`src/rtl/ir_nec_decoder_if.sv`:
```
// IR NEC decoder bus: raw receiver line in, decoded command out.
// master = decoder side, slave = consumer/driver side.
interface ir_nec_decoder_if;
   logic        ir_rx;
   logic [31:0] ir_command;
   logic        ir_data_ready;
   logic        ir_error;

   modport master (
      input  ir_rx,
      output ir_command,
      output ir_data_ready,
      output ir_error
   );

   modport slave (
      output ir_rx,
      input  ir_command,
      input  ir_data_ready,
      input  ir_error
   );
endinterface

```
`src/rtl/ir_nec_decoder.sv`:
```
// NEC extended IR frame decoder: times marks/spaces in 1 us ticks and
// shifts 32 bits LSB-first into ir_command.
// Ports: clk, rst_n (async, active low), ir_bus (master modport:
//   ir_rx in, ir_command/ir_data_ready/ir_error out).
// Option: define IR_REPEAT_EN to re-announce the last command on a
//   repeat frame.
module ir_nec_decoder #(
   parameter int CLK_FREQ   = 50_000_000,
   parameter int TIMEOUT_US = 12000
) (
   input  logic             clk,
   input  logic             rst_n,
   ir_nec_decoder_if.master ir_bus
);

   localparam int RAW = CLK_FREQ / 1_000_000;
   localparam int DIV = (RAW > 1) ? RAW : 1;
   localparam int PW  = (DIV > 1) ? $clog2(DIV) : 1;
   localparam logic [PW-1:0] PMAX = PW'(DIV - 1);
   localparam logic [13:0]   TMO  = 14'(TIMEOUT_US);

   typedef enum logic [2:0] {
      IDLE, LEAD_MARK, LEAD_SPACE, BIT_MARK,
      BIT_SPACE, STOP_MARK, REP_MARK
   } state_t;

   function automatic logic win(
      input logic [13:0] d, input int lo, input int hi);
      return (d >= 14'(lo)) && (d <= 14'(hi));
   endfunction

   logic [1:0]    sync_q;
   logic          prev_q;
   logic [PW-1:0] pre_q, pre_d;
   logic [13:0]   dur_q, dur_d;
   state_t        state_q, state_d;
   logic [4:0]    bit_q, bit_d;
   logic [31:0]   sh_q, sh_d;
   logic [31:0]   cmd_q, cmd_d;
   logic          rdy_q, rdy_d;
   logic          err_q, err_d;
`ifdef IR_REPEAT_EN
   logic          have_q, have_d;
`endif

   logic rx, rise, fall, tick, tmo, fail;

   assign rx   = sync_q[1];
   assign rise = rx & ~prev_q;
   assign fall = ~rx & prev_q;
   assign tick = (pre_q == PMAX);
   // Timeout never fires in IDLE, where dur_us just saturates.
   assign tmo  = (state_q != IDLE) && (dur_q >= TMO);

   always_comb begin
      pre_d = tick ? '0 : pre_q + 1'b1;
      dur_d = dur_q;
      if (rise | fall)
         dur_d = '0;
      else if (tick && (dur_q != '1))
         dur_d = dur_q + 1'b1;
   end

   always_comb begin
      state_d = state_q;
      bit_d   = bit_q;
      sh_d    = sh_q;
      cmd_d   = cmd_q;
      rdy_d   = 1'b0;
      err_d   = 1'b0;
      fail    = 1'b0;
`ifdef IR_REPEAT_EN
      have_d  = have_q;
`endif
      // An edge wins over a coincident timeout.
      unique case (state_q)
         IDLE:
            if (fall) state_d = LEAD_MARK;
         LEAD_MARK:
            if (rise) begin
               if (win(dur_q, 8000, 10000)) state_d = LEAD_SPACE;
               else fail = 1'b1;
            end else if (tmo) fail = 1'b1;
         LEAD_SPACE:
            if (fall) begin
               unique case (1'b1)
                  win(dur_q, 4000, 5000): begin
                     bit_d   = '0;
                     state_d = BIT_MARK;
                  end
                  win(dur_q, 2000, 2500): state_d = REP_MARK;
                  default: fail = 1'b1;
               endcase
            end else if (tmo) fail = 1'b1;
         BIT_MARK:
            if (rise) begin
               if (win(dur_q, 400, 700)) state_d = BIT_SPACE;
               else fail = 1'b1;
            end else if (tmo) fail = 1'b1;
         BIT_SPACE:
            if (fall) begin
               // Fill from the top so the first bit lands in bit 0.
               unique case (1'b1)
                  win(dur_q, 400, 700):   sh_d = {1'b0, sh_q[31:1]};
                  win(dur_q, 1400, 1900): sh_d = {1'b1, sh_q[31:1]};
                  default: fail = 1'b1;
               endcase
               if (!fail) begin
                  bit_d   = bit_q + 1'b1;
                  state_d = (bit_q == 5'd31) ? STOP_MARK : BIT_MARK;
               end
            end else if (tmo) fail = 1'b1;
         STOP_MARK:
            if (rise) begin
               if (win(dur_q, 400, 700)) begin
                  cmd_d   = sh_q;
                  rdy_d   = 1'b1;
                  state_d = IDLE;
`ifdef IR_REPEAT_EN
                  have_d  = 1'b1;
`endif
               end else fail = 1'b1;
            end else if (tmo) fail = 1'b1;
         REP_MARK:
            if (rise) begin
               if (win(dur_q, 400, 700)) begin
                  state_d = IDLE;
`ifdef IR_REPEAT_EN
                  rdy_d   = have_q;
`endif
               end else fail = 1'b1;
            end else if (tmo) fail = 1'b1;
         default: state_d = IDLE;
      endcase
      if (fail) begin
         err_d   = 1'b1;
         rdy_d   = 1'b0;
         state_d = IDLE;
      end
   end

   always_ff @(posedge clk or negedge rst_n) begin
      if (!rst_n) begin
         sync_q  <= 2'b11;
         prev_q  <= 1'b1;
         pre_q   <= '0;
         dur_q   <= '0;
         state_q <= IDLE;
         bit_q   <= '0;
         sh_q    <= '0;
         cmd_q   <= '0;
         rdy_q   <= 1'b0;
         err_q   <= 1'b0;
`ifdef IR_REPEAT_EN
         have_q  <= 1'b0;
`endif
      end else begin
         sync_q  <= {sync_q[0], ir_bus.ir_rx};
         prev_q  <= sync_q[1];
         pre_q   <= pre_d;
         dur_q   <= dur_d;
         state_q <= state_d;
         bit_q   <= bit_d;
         sh_q    <= sh_d;
         cmd_q   <= cmd_d;
         rdy_q   <= rdy_d;
         err_q   <= err_d;
`ifdef IR_REPEAT_EN
         have_q  <= have_d;
`endif
      end
   end

   assign ir_bus.ir_command    = cmd_q;
   assign ir_bus.ir_data_ready = rdy_q;
   assign ir_bus.ir_error      = err_q;

endmodule
```
`src/flat_wrapper.sv`:
```
// flat-port wrapper written by rule: the top's interface ports become plain ports
module ir_nec_decoder_flat 
#(
   parameter int CLK_FREQ   = 50_000_000,
   parameter int TIMEOUT_US = 12000
)
  (clk, rst_n, ir_bus_ir_rx, ir_bus_ir_command, ir_bus_ir_data_ready, ir_bus_ir_error);
  ir_nec_decoder_if ir_bus_i ();
  input  logic clk;
  input  logic rst_n;
  input wire logic [$bits(ir_bus_i.ir_rx)-1:0] ir_bus_ir_rx;
  output wire logic [$bits(ir_bus_i.ir_command)-1:0] ir_bus_ir_command;
  output wire logic [$bits(ir_bus_i.ir_data_ready)-1:0] ir_bus_ir_data_ready;
  output wire logic [$bits(ir_bus_i.ir_error)-1:0] ir_bus_ir_error;
  assign ir_bus_i.ir_rx = ir_bus_ir_rx;
  assign ir_bus_ir_command = ir_bus_i.ir_command;
  assign ir_bus_ir_data_ready = ir_bus_i.ir_data_ready;
  assign ir_bus_ir_error = ir_bus_i.ir_error;
  ir_nec_decoder #(.CLK_FREQ(CLK_FREQ), .TIMEOUT_US(TIMEOUT_US)) u_core (.clk(clk), .rst_n(rst_n), .ir_bus(ir_bus_i));
endmodule
```
`config.mk`:
```
export PLATFORM = sky130hd
export DESIGN_NAME = ir_nec_decoder_flat
export DESIGN_NICKNAME = d
export VERILOG_FILES = /design/src/rtl/ir_nec_decoder_if.sv /design/src/rtl/ir_nec_decoder.sv /design/src/flat_wrapper.sv
export SDC_FILE = /design/constraint.sdc
export NUM_CORES = 1
export LEC_CHECK = 0
export CAP_MARGIN = 25
export CORE_ASPECT_RATIO = 1.2
export CORE_MARGIN = 5
export CORE_UTILIZATION = 23
export CTS_CLUSTER_DIAMETER = 120
export DETAILED_ROUTE_END_ITERATION = 16
export PLACE_DENSITY = 0.43
export SLEW_MARGIN = 20
export SYNTH_ARGS = -nofsm -noshare
export SYNTH_HDL_FRONTEND = slang
export SYNTH_SLANG_ARGS = --single-unit
```
`constraint.sdc`:
```
create_clock -name clk -period 2.4 [get_ports clk]
set_input_delay 0.72 -clock clk [delete_from_list [all_inputs] [get_ports clk]]
set_output_delay 0.72 -clock clk [all_outputs]
set_load 0.005 [all_outputs]
```
# [Word level (Yosys, flattened, before mapping)]
# Index checks and enable logic that the tools add are counted.
[totals] register_bits=97 latchBits=0 mem_bits_rw=0 mem_bits_ro=0 in_bits=3 word_cells=113 memories=0
[op_classes] n_addsub=3 multipliers=0 n_div=0 n_lt_le_gt_ge=11 eq_ne=24 shifts=0 muxes=40 n_bitwise=5 reduce_logical=20
[op_table] operator="$pmux W32 S2" count=1
[op_table] operator="$mux W3" count=12
[op_table] operator="$ge A14 B11 Y1 const B" count=2
[op_table] operator="$mux W14" count=2
[op_table] operator="$ne A3 B1 Y1 const B" count=9
[op_table] operator="$mux W5" count=4
[op_table] operator="$pmux W3 S6" count=1
[op_table] operator="$mux W1" count=16
[op_table] operator="$add A14 B1 Y14 const B" count=1
[op_table] operator="$ge A14 B12 Y1 const B" count=1
[op_table] operator="$ge A14 B13 Y1 const B" count=1
[op_table] operator="$ge A14 B14 Y1 const B" count=1
[op_table] operator="$ge A14 B9 Y1 const B" count=1
[op_table] operator="$le A14 B10 Y1 const B" count=1
[op_table] operator="$le A14 B11 Y1 const B" count=1
[op_table] operator="$le A14 B12 Y1 const B" count=1
[op_table] operator="$le A14 B13 Y1 const B" count=1
[op_table] operator="$le A14 B14 Y1 const B" count=1
[op_table] operator="$ne A14 B14 Y1 const B" count=1
[op_table] operator="$reduce_and A11 Y1" count=1
[op_table] operator="$pmux W5 S2" count=1
[op_table] operator="$eq A3 B3 Y1 const B" count=3
[op_table] operator="$logic_and A1 B1 Y1" count=7
[op_table] operator="$add A6 B1 Y6 const B" count=1
[op_table] operator="other kinds (22)" count=32

# [Longest topological paths before layout]
# Gate-level depths: netlist of the first run.
[depth] depth_word=10 ltp_mapped=9 ltp_nobuf=9

# [Least setup slack after synthesis of the first run]
# OpenSTA, ideal clock, no wires.
[synth_timing] path_kind="reg-to-reg" start="register u_core.dur_q[0]" end="register u_core.state_q[0]" setup_ps=119 t_arrival_ps=2151 t_required_ps=2281 path_slack_ps=130 path_stages_with_launch=10 path_buffers=0 period_less_slack_ps=2270 cell_sequence="dfrtp_1 > inv_1 > ha_1 > or3b_1 > a2111oi_2 > o2111a_1 > o41ai_2 > nor3_2 > mux2i_1 > nor2_1"
[synth_via] elab_chain_len=10 word_cells_on_any_way=47 cone_classes="11 x order compare; 11 x eq/ne; 16 x mux; 9 x reduce/logical"
[synth_lines] element="start, declared" line_no="ir_nec_decoder.sv:35" rtl="logic [13:0] dur_q, dur_d;"
[synth_lines] element="start signal, assigned" line_no="ir_nec_decoder.sv:161" rtl="dur_q <= dur_d;"
[synth_lines] element="$ge A14 B11 Y1, or another cell as far along" line_no="ir_nec_decoder.sv:29" rtl="return (d >= 14'(lo)) && (d <= 14'(hi));"
[synth_lines] element="$logic_and A1 B1 Y1" line_no="ir_nec_decoder.sv:29"
[synth_lines] element="$reduce_or A2 Y1 (no source line)"
[synth_lines] element="$mux W1" line_no="ir_nec_decoder.sv:103" rtl="unique case (1'b1)"
[synth_lines] element="$mux W1" line_no="ir_nec_decoder.sv:101" rtl="if (fall) begin"
[synth_lines] element="$mux W1" line_no="ir_nec_decoder.sv:76" rtl="unique case (state_q)"
[synth_lines] element="$mux W1" line_no="ir_nec_decoder.sv:101"
[synth_lines] element="$pmux W1 S4" line_no="ir_nec_decoder.sv:76"
[synth_lines] element="$ne A4 B1 Y1 (no source line), or another cell as far along"
[synth_lines] element="$reduce_and A11 Y1 (no source line)"
[synth_lines] element="end signal, assigned" line_no="ir_nec_decoder.sv:162" rtl="state_q <= state_d;"
[synth_lines] element="end, declared" line_no="ir_nec_decoder.sv:36" rtl="state_t state_q, state_d;"
# Parallel ways exist; a longest one is shown, timed or not. The select of a mux whose other input is x is not followed.
# A chain may end at the register's enable or synchronous reset.

# [Worst setup path after layout of the first run]
[layout_timing] start="register u_core.dur_q[1]" end="register u_core.state_q[1]"
# The elaborated chain is that of the path after synthesis.

==> impl_metrics.json, run 1 <==
{
  "n_antenna_cell": 0,
  "clock.fmax_mhz": 430,
  "root_buffer": "clkbuf_16",
  "fin_crit_ns": 2.33,
  "rows": 56,
  "htree_levels": 3,
  "powerDensity_nw_per_um2": 631,
  "cp.arrival_ns": 2.60,
  "finalPower_mw": 3.63,
  "dpl.hpwl_mm": 6.38,
  "ioPinCount": 37,
  "relSlewSlack": 0.661,
  "vias_per_cell": 4.36,
  "maxCapViolations": 0,
  "dieArea_um2": 23000,
  "syn_area_um2": 4610,
  "cts_tree": "built",
  "synth_nets": 374,
  "cts_hold_buffers": 0,
  "grt_pass1_wl_mm": 15.7,
  "critPathBufInv": 2,
  "clk_latency_ns": 0.35,
  "max_stage_delay_ns": 0.40,
  "layout_common_cells": "dfrtp_1 (94), clkdlybuf4s50_1 (35), mux2_2 (34)",
  "synth_enable_flop_cells": 0,
  "clkSlewWorstSetupHoldPaths_ns": 0.07,
  "die_y_um": 165,
  "portBuffers": 36,
  "leakage_nw": 2.64,
  "vias": 2960,
  "placement.cell_area_um2": 5390,
  "status": "complete, no violations",
  "crit_chain": "inv_1, ha_4, or3b_4, a2111oi_4, o2111a_1, o41ai_2, buf_4, o21ai_0, nand2_1, a21oi_1",
  "clock_path_buffers": 2,
  "crit_required_ns": 2.68,
  "cts_sinks": 97,
  "detail-route-antenna-nets": 0,
  "start_util": 0.235,
  "finalCritPeriodShare": 0.969,
  "ys_seq_area_frac": 0.528,
  "overflow": 0,
  "yosysWarnings": 0,
  "regToRegSetupSlack_ns": 0.07,
  "antenna_found_initial": 0,
  "critical_path.top_delay_family": "compound AO/OA/AOI/OAI gates",
  "synth.distinct_cells": 61,
  "drt_iter0_markers": 172,
  "dpl.cell_count": 663,
  "wirelength_mm": 9.13,
  "layout_commonest_cell": "dfrtp_1",
  "routabilityCongestion": 0.814,
  "setup_violations": 0,
  "end_kind": "flip-flop",
  "grt_max_degree": 40,
  "skew_ns": 0.00629,
  "fillCellCount": 2012,
  "hold_path_class": "input port to asynchronous set/reset pin",
  "final_area_um2": 5760,
  "hold_viol": 0,
  "drive_gt1_frac": 0.292,
  "async_flop_share": 1.00,
  "dieWidth_um": 139,
  "synthFlopType": "dfrtp_1",
  "worst-setup-path-type": "flip-flop to flip-flop",
  "synth_seq_cells": 97,
  "worstSetupStartpointType": "flip-flop",
  "cts-buffers-inserted": 9,
  "crit_path_max_fanout": 5,
  "area_growth_pct": 25.0,
  "routedWlPerCell_um": 13.5,
  "fin_cells": 679,
  "core_um2": 19600,
  "ir_drop_mv": 0.316,
  "slowest_stage": "dfrtp_1",
  "layout.nets": 424,
  "synth_area_per_cell_um2": 12.7,
  "drcViolationCount": 0,
  "syn_inst": 363,
  "first_global_vias": 3062,
  "track_usage": 0.0841,
  "tightestPinTransition_ns": 0.508,
  "slew_violations": 0,
  "drtPass1Iterations": 4,
  "fin_util": 0.294
}
## state kept, by name, indices dropped and copies added, names as in the netlist
signal,cells
u_core.ir_bus.ir_data_ready,1
u_core.ir_bus.ir_command,32
u_core.state_q,3
u_core.sh_q,32
u_core.ir_bus.ir_error,1
u_core.dur_q,14
u_core.prev_q,1
u_core.sync_q,2
u_core.bit_q,5
u_core.pre_q,6
## Yosys cell counts (3+ instances only)
master | instances | area, µm²
o211ai_1 | 3 | 22.5
mux2_1 | 3 | 33.8
a21oi_1 | 9 | 45.0
xor2_1 | 5 | 43.8
mux2_2 | 34 | 383
nand2b_1 | 4 | 25.0
mux2_4 | 27 | 405
nor2b_1 | 5 | 31.3
buf_6 | 4 | 45.0
dfrtp_1 | 94 | 2350
nor2_1 | 17 | 63.8
o31ai_1 | 4 | 30.0
clkbuf_1 | 3 | 11.3
nand2_1 | 13 | 48.8
buf_2 | 12 | 60.1
nand4_1 | 3 | 18.8
o21ai_1 | 7 | 35.0
xnor2_1 | 7 | 61.3
nor4_1 | 3 | 18.8
nand3_1 | 9 | 45.0
nor3_1 | 5 | 25.0
and2_1 | 9 | 56.3
o21ai_0 | 11 | 55.1
dfstp_2 | 3 | 78.8
inv_1 | 12 | 45.0
or3_1 | 5 | 31.3
nor4b_1 | 3 | 26.3
ha_1 | 8 | 100
and3_1 | 4 | 25.0
## worst register-to-register path: cells and delay by family, from the launching register on
kind / cells / cell delay, ns
buffers and inverters: 2 / 0.28
AO/OA/AOI/OAI: 5 / 0.86
adder cells (fa/ha/maj): 1 / 0.16
AND/OR/NAND/NOR: 2 / 0.56
flip-flops: 1 / 0.40
## layout make-up
cell class | count | area (µm²) | share of cell area
flip-flops and latches | 97 | 2430 | 0.422
clock inverters | 5 | 61.3 | 0.0106
clock buffers | 11 | 253 | 0.0439
multi-input cells | 234 | 2060 | 0.358
repair buffers | 59 | 581 | 0.101
well taps | 261 | 327 | 0.0567
inverters | 12 | 45.0 | 0.00782
## report_power, final
group / total (mW) / internal (mW) / switching, mW
logic: 0.386 / 0.169 / 0.217
clock network: 1.51 / 0.872 / 0.638
registers: 1.74 / 1.67 / 0.0717
## metal layers
metal  global-route usage  vias up  wire, µm
li1                     -     1409         -
met1                0.107     1492      4260
met2                0.135       45      4370
met3               0.0180       14       304
met4               0.0440        0       196
met5                    0        -         0
## worst paths after layout
| kind | startpoint | endpoint | cells past startpoint |
|---|---|---|---|
| min | rst_n | u_core.ir_bus.ir_error | 1 |
| max in group asynchronous | rst_n | u_core.pre_q[3] | 2 |
| min in group clk | u_core.sync_q[0] | u_core.sync_q[1] | 0 |
| min reg2reg | u_core.sync_q[0] | u_core.sync_q[1] | 0 |
| max reg2reg | u_core.dur_q[1] | u_core.state_q[1] | 10 |
| max | u_core.dur_q[1] | u_core.state_q[1] | 10 |
## per-stage QoR
stage	setup TNS, ns	worst slack [ns]	hold WS [ns]
floorplan	0	0.130	0.345
CTS	0	0.00215	0.304
global placement	-0.0417	-0.0417	0.349
detailed placement	-0.122	-0.0607	0.348
global route	-0.0976	-0.0467	0.323
finish	0	0.0740	0.292
## cell families (layout without fill, tap and decap cells)
| kind of cell | after synthesis | count (layout) | share of synthesized area |
|---|---|---|---|
| AOI/OAI and AO/OA | 57 | 57 | 0.0921 |
| DFF | 97 | 97 | 0.528 |
| xor gates and xnor gates | 12 | 12 | 0.0228 |
| muxes | 65 | 65 | 0.181 |
| adders and majority gates | 8 | 8 | 0.0217 |
| buffers and inverters | 32 | 87 | 0.0367 |
| and+or+nand+nor | 92 | 92 | 0.118 |
## repair_timing
| item | 4_1_cts | 5_1_grt |
|---|---|---|
| buffers inserted | 0 | 0 |
| setup endpoints to repair | 3 | 6 |
| gates resized for setup | 4 | 8 |
| pin swaps | 3 | 2 |
No activity file was read; power rests on OpenSTA's default activity.
==> run 2: changes to the inputs <==
- GPL_TIMING_DRIVEN: unset -> 0
- HOLD_SLACK_MARGIN: unset -> 0.15
==> impl_metrics.json, run 2 (synthesis results as in run 1) <==
{
  "status": "complete, no violations",
  "clock_path_buffers": 2,
  "drt_iter0_markers": 171,
  "ioPinCount": 37,
  "final_area_um2": 5960,
  "start_util": 0.235,
  "htree_levels": 3,
  "regToRegSetupSlack_ns": 0.11,
  "skew_ns": 0.0111,
  "first_global_vias": 3021,
  "relSlewSlack": 0.660,
  "dpl.cell_count": 661,
  "root_buffer": "clkbuf_16",
  "vias": 3032,
  "routabilityCongestion": 0.767,
  "wl_met3_um": 369,
  "track_usage": 0.0831,
  "end_kind": "flip-flop",
  "fin_cells": 695,
  "finalPower_mw": 3.67,
  "cts_tree": "built",
  "die_y_um": 165,
  "vias_per_cell": 4.36,
  "dpl.hpwl_mm": 6.29,
  "drtPass1Iterations": 4,
  "portBuffers": 36,
  "powerDensity_nw_per_um2": 617,
  "rows": 56,
  "hold_viol": 0,
  "crit_required_ns": 2.65,
  "setup_violations": 0,
  "met1_length_mm": 4.40,
  "antenna_found_initial": 0,
  "fin_util": 0.304,
  "wirelength_mm": 9.48,
  "tns_ns": 0,
  "slew_violations": 0,
  "n_antenna_cell": 0,
  "area_growth_pct": 29.3,
  "finalCritPeriodShare": 0.955,
  "ir_drop_mv": 0.320,
  "cts-buffers-inserted": 9,
  "r2r_start": "u_core.dur_q[1]",
  "core_um2": 19600,
  "clk_latency_ns": 0.35,
  "tightestPinTransition_ns": 0.503,
  "wl_met2_mm": 4.56,
  "clock.fmax_mhz": 437,
  "detail-route-antenna-nets": 0,
  "worst-setup-path-type": "flip-flop to flip-flop",
  "routedWlPerCell_um": 13.6,
  "placement.cell_area_um2": 5320,
  "fin_crit_ns": 2.29,
  "hold_path_class": "input port to asynchronous set/reset pin",
  "leakage_nw": 2.76,
  "setup_ws_ns": 0.109,
  "whs_ns": 0.260,
  "crit_start": "u_core.dur_q[1]",
  "maxCapViolations": 0,
  "highest_layer": "met4",
  "rsz0062_at_grt": "true",
  "drcViolationCount": 0,
  "grt_max_degree": 62,
  "post-place-ws_ns": -0.140,
  "clkSlewWorstSetupHoldPaths_ns": 0.08,
  "crit_path_max_fanout": 5,
  "cp.arrival_ns": 2.54,
  "grt_pass1_wl_mm": 15.4,
  "worstSetupStartpointType": "flip-flop",
  "overflow": 0,
  "dieArea_um2": 23000,
  "cts_sinks": 97,
  "layout_common_cells": "dfrtp_1 (92), clkdlybuf4s50_1 (35), mux2_2 (34)",
  "dieWidth_um": 139,
  "layout_commonest_cell": "dfrtp_1",
  "drive_gt1_frac": 0.327,
  "layout.nets": 440
}
==> run 2: cell types whose count changed in the layout (fill, tap and decap cells not counted), moves of 3 or more <==
cell      delta
clkbuf_4     +4
buf_12       -3
buf_6        +4
buf_2        +6
==> run 2: timing repair <==
item	CTS	global route
buffers inserted	6	12
gates resized for setup	8	21
pin swaps	6	9
setup endpoints to repair	64	71
hold buffers	0	0
gates cloned	0	2
==> run 2: critical path, cell delays in order (launching register included) <==
cell	delay, ns
dfrtp_1	0.41
inv_2	0.09
ha_4	0.14
or3b_4	0.39
a2111oi_4	0.29
o2111a_1	0.24
o41ai_2	0.11
nor3_4	0.25
mux2i_1	0.21
nor2_1	0.05
==> run 2: routing by layer <==
metal,global-route usage,up-vias
met4,0.0378,0
met5,0,-
met1,0.105,1541
met3,0.0235,10
met2,0.133,46
li1,-,1435
==> run 2: where the power goes <==
| part | leakage, nW | total (mW) | switching [mW] | internal (mW) |
|---|---|---|---|---|
| Combinational | 1.27 | 0.439 | 0.276 | 0.163 |
| Sequential | 1.33 | 1.68 | 0.0124 | 1.67 |
| Clock | 0.158 | 1.56 | 0.713 | 0.843 |
==> run 2: path summary, 6_finish.rpt <==
kind,end,depth (start not counted)
max in group asynchronous,u_core.dur_q[9],2
hold / removal,u_core.ir_bus.ir_error,1
setup reg to reg,u_core.state_q[0],9
min in group clk,u_core.sync_q[1],0
hold reg to reg,u_core.sync_q[1],0
setup / recovery,u_core.state_q[0],9
==> run 2: final cells by class <==
| cell class | instances | area [µm²] |
|---|---|---|
| buffer | 18 | 139 |
| clock buffer | 9 | 225 |
| clock inverter | 7 | 100 |
| fill | 2010 | 13700 |
| inverter | 12 | 45.0 |
| multi-input combinational | 234 | 2100 |
| sequential | 97 | 2430 |
| tap | 261 | 327 |
| timing repair buffer | 57 | 587 |
==> run 3: changes to the inputs <==
- CTS_BUF_LIST: unset -> sky130_fd_sc_hd__clkbuf_4
- PLACE_DENSITY: 0.43 -> 0.41
==> impl_metrics.json, run 3 (synthesis results as in run 1) <==
{
  "layout_common_cells": "dfrtp_1 (93), clkdlybuf4s50_1 (35), mux2_2 (34)",
  "critical_path.top_delay_family": "compound AO/OA/AOI/OAI gates",
  "antenna_found_initial": 0,
  "leakage_nw": 2.63,
  "regToRegSetupSlack_ns": 0.02,
  "dieArea_um2": 23000,
  "cts_sinks": 97,
  "layout_commonest_cell": "dfrtp_1",
  "drcViolationCount": 0,
  "relSlewSlack": 0.566,
  "clock_path_buffers": 2,
  "status": "complete, no violations",
  "fin_crit_ns": 2.38,
  "fin_cells": 692,
  "cts_tree": "built",
  "slew_violations": 0,
  "whs_ns": 0.368,
  "drive_gt1_frac": 0.313,
  "first_global_vias": 3105,
  "overflow": 0,
  "die_y_um": 165,
  "tightestPinTransition_ns": 0.649,
  "cp.arrival_ns": 2.76,
  "routabilityCongestion": 0.768,
  "ioPinCount": 37,
  "slowest_stage": "dfrtp_1",
  "drtPass1Iterations": 5,
  "clkSlewWorstSetupHoldPaths_ns": 0.16,
  "max_stage_delay_ns": 0.42,
  "ir_drop_mv": 0.199,
  "wirelength_mm": 9.63,
  "clock.fmax_mhz": 421,
  "clk_latency_ns": 0.46,
  "critPathBufInv": 1,
  "crit_required_ns": 2.78,
  "vias": 2998,
  "layout.nets": 437,
  "core_um2": 19600,
  "hold_viol": 0,
  "worst-setup-path-type": "flip-flop to flip-flop",
  "vias_per_cell": 4.33,
  "hold_path_class": "flip-flop to flip-flop",
  "crit_path_max_fanout": 5,
  "htree_levels": 3,
  "grt_max_degree": 68,
  "end_kind": "flip-flop",
  "grt_pass1_wl_mm": 15.9,
  "detail-route-antenna-nets": 0,
  "finalCritPeriodShare": 0.990,
  "area_growth_pct": 23.8,
  "start_util": 0.235,
  "rsz0062_at_grt": "true",
  "cts-buffers-inserted": 9,
  "crit_chain": "inv_2, ha_4, or3b_4, a2111oi_4, o2111a_2, o41ai_4, nor3_2, o211ai_1, a21oi_1",
  "root_buffer": "clkbuf_4",
  "n_antenna_cell": 0,
  "worstSetupStartpointType": "flip-flop",
  "routedWlPerCell_um": 13.9,
  "portBuffers": 36,
  "maxCapViolations": 0,
  "skew_ns": 0.0187,
  "setup_violations": 0,
  "powerDensity_nw_per_um2": 526,
  "dpl.cell_count": 661,
  "drt_iter0_markers": 102,
  "rows": 56,
  "track_usage": 0.0845,
  "dpl.hpwl_mm": 6.45,
  "dieWidth_um": 139
}
==> run 3: cell types whose count changed in the layout (fill, tap and decap cells not counted), moves of 2 or more <==
| cell | before | now |
|---|---|---|
| clkbuf_4 | 4 | 10 |
| clkbuf_16 | 11 | 1 |
| buf_2 | 6 | 8 |
| inv_6 | 2 | 4 |
| clkinv_8 | 2 | 0 |
==> run 3: worst paths after layout <==
path                                  start                            to  cells past startpoint
min reg2reg                u_core.sync_q[0]              u_core.sync_q[1]                      0
min                        u_core.sync_q[0]              u_core.sync_q[1]                      0
max in group asynchronous             rst_n  u_core.ir_bus.ir_command[30]                      3
max reg2reg                 u_core.dur_q[1]             u_core.state_q[2]                      9
min in group asynchronous             rst_n   u_core.ir_bus.ir_command[9]                      2
max                         u_core.dur_q[1]             u_core.state_q[2]                      9
==> run 3: final cells by class <==
cell class / instances / area (µm²)
fill: 2044 / 13900
sequential: 97 / 2430
multi-input combinational: 235 / 2100
timing repair buffer: 52 / 534
tap: 261 / 327
buffer: 19 / 134
clock buffer: 10 / 75.1
clock inverter: 6 / 53.8
inverter: 12 / 45.0
==> run 3: through the flow <==
stage | util | power, mW | setup TNS [ns] | setup WS (ns) | cell area (µm²)
after floorplan | - | 2.01 | 0 | 0.130 | 4610
after global placement | 0.270 | 2.13 | -304.99 | -3.18 | 5290
after detailed placement | 0.271 | 2.13 | -0.942 | -0.150 | 5320
after CTS | 0.282 | 3.02 | -0.0103 | -0.0103 | 5530
after global routing | 0.291 | 3.17 | -0.383 | -0.103 | 5700
final | 0.291 | 3.00 | 0 | 0.0239 | 5700
==> run 3: report_power, final <==
part | switching [mW] | total, mW | internal, mW
Clock | 0.618 | 0.866 | 0.248
Combinational | 0.288 | 0.451 | 0.163
Sequential | 0.0142 | 1.68 | 1.67
Total | 0.920 | 3.00 | 2.08
==> run 3: routing by layer <==
metal / vias up / track usage / part of all wire
met5: - / 0 / 0
met1: 1496 / 0.105 / 0.46
met4: 0 / 0.0383 / 0.020
met2: 50 / 0.140 / 0.48
met3: 13 / 0.0206 / 0.036
li1: 1439 / - / -
==> run 3: timing repair <==
item                                    CTS  global route
gates cloned                              0             2
pin swaps                                 8            12
hold buffers                              1             0
resized for setup                        12            11
setup buffers                             2            11
endpoints found under the setup margin   62            69
hold endpoints to repair                 27             0
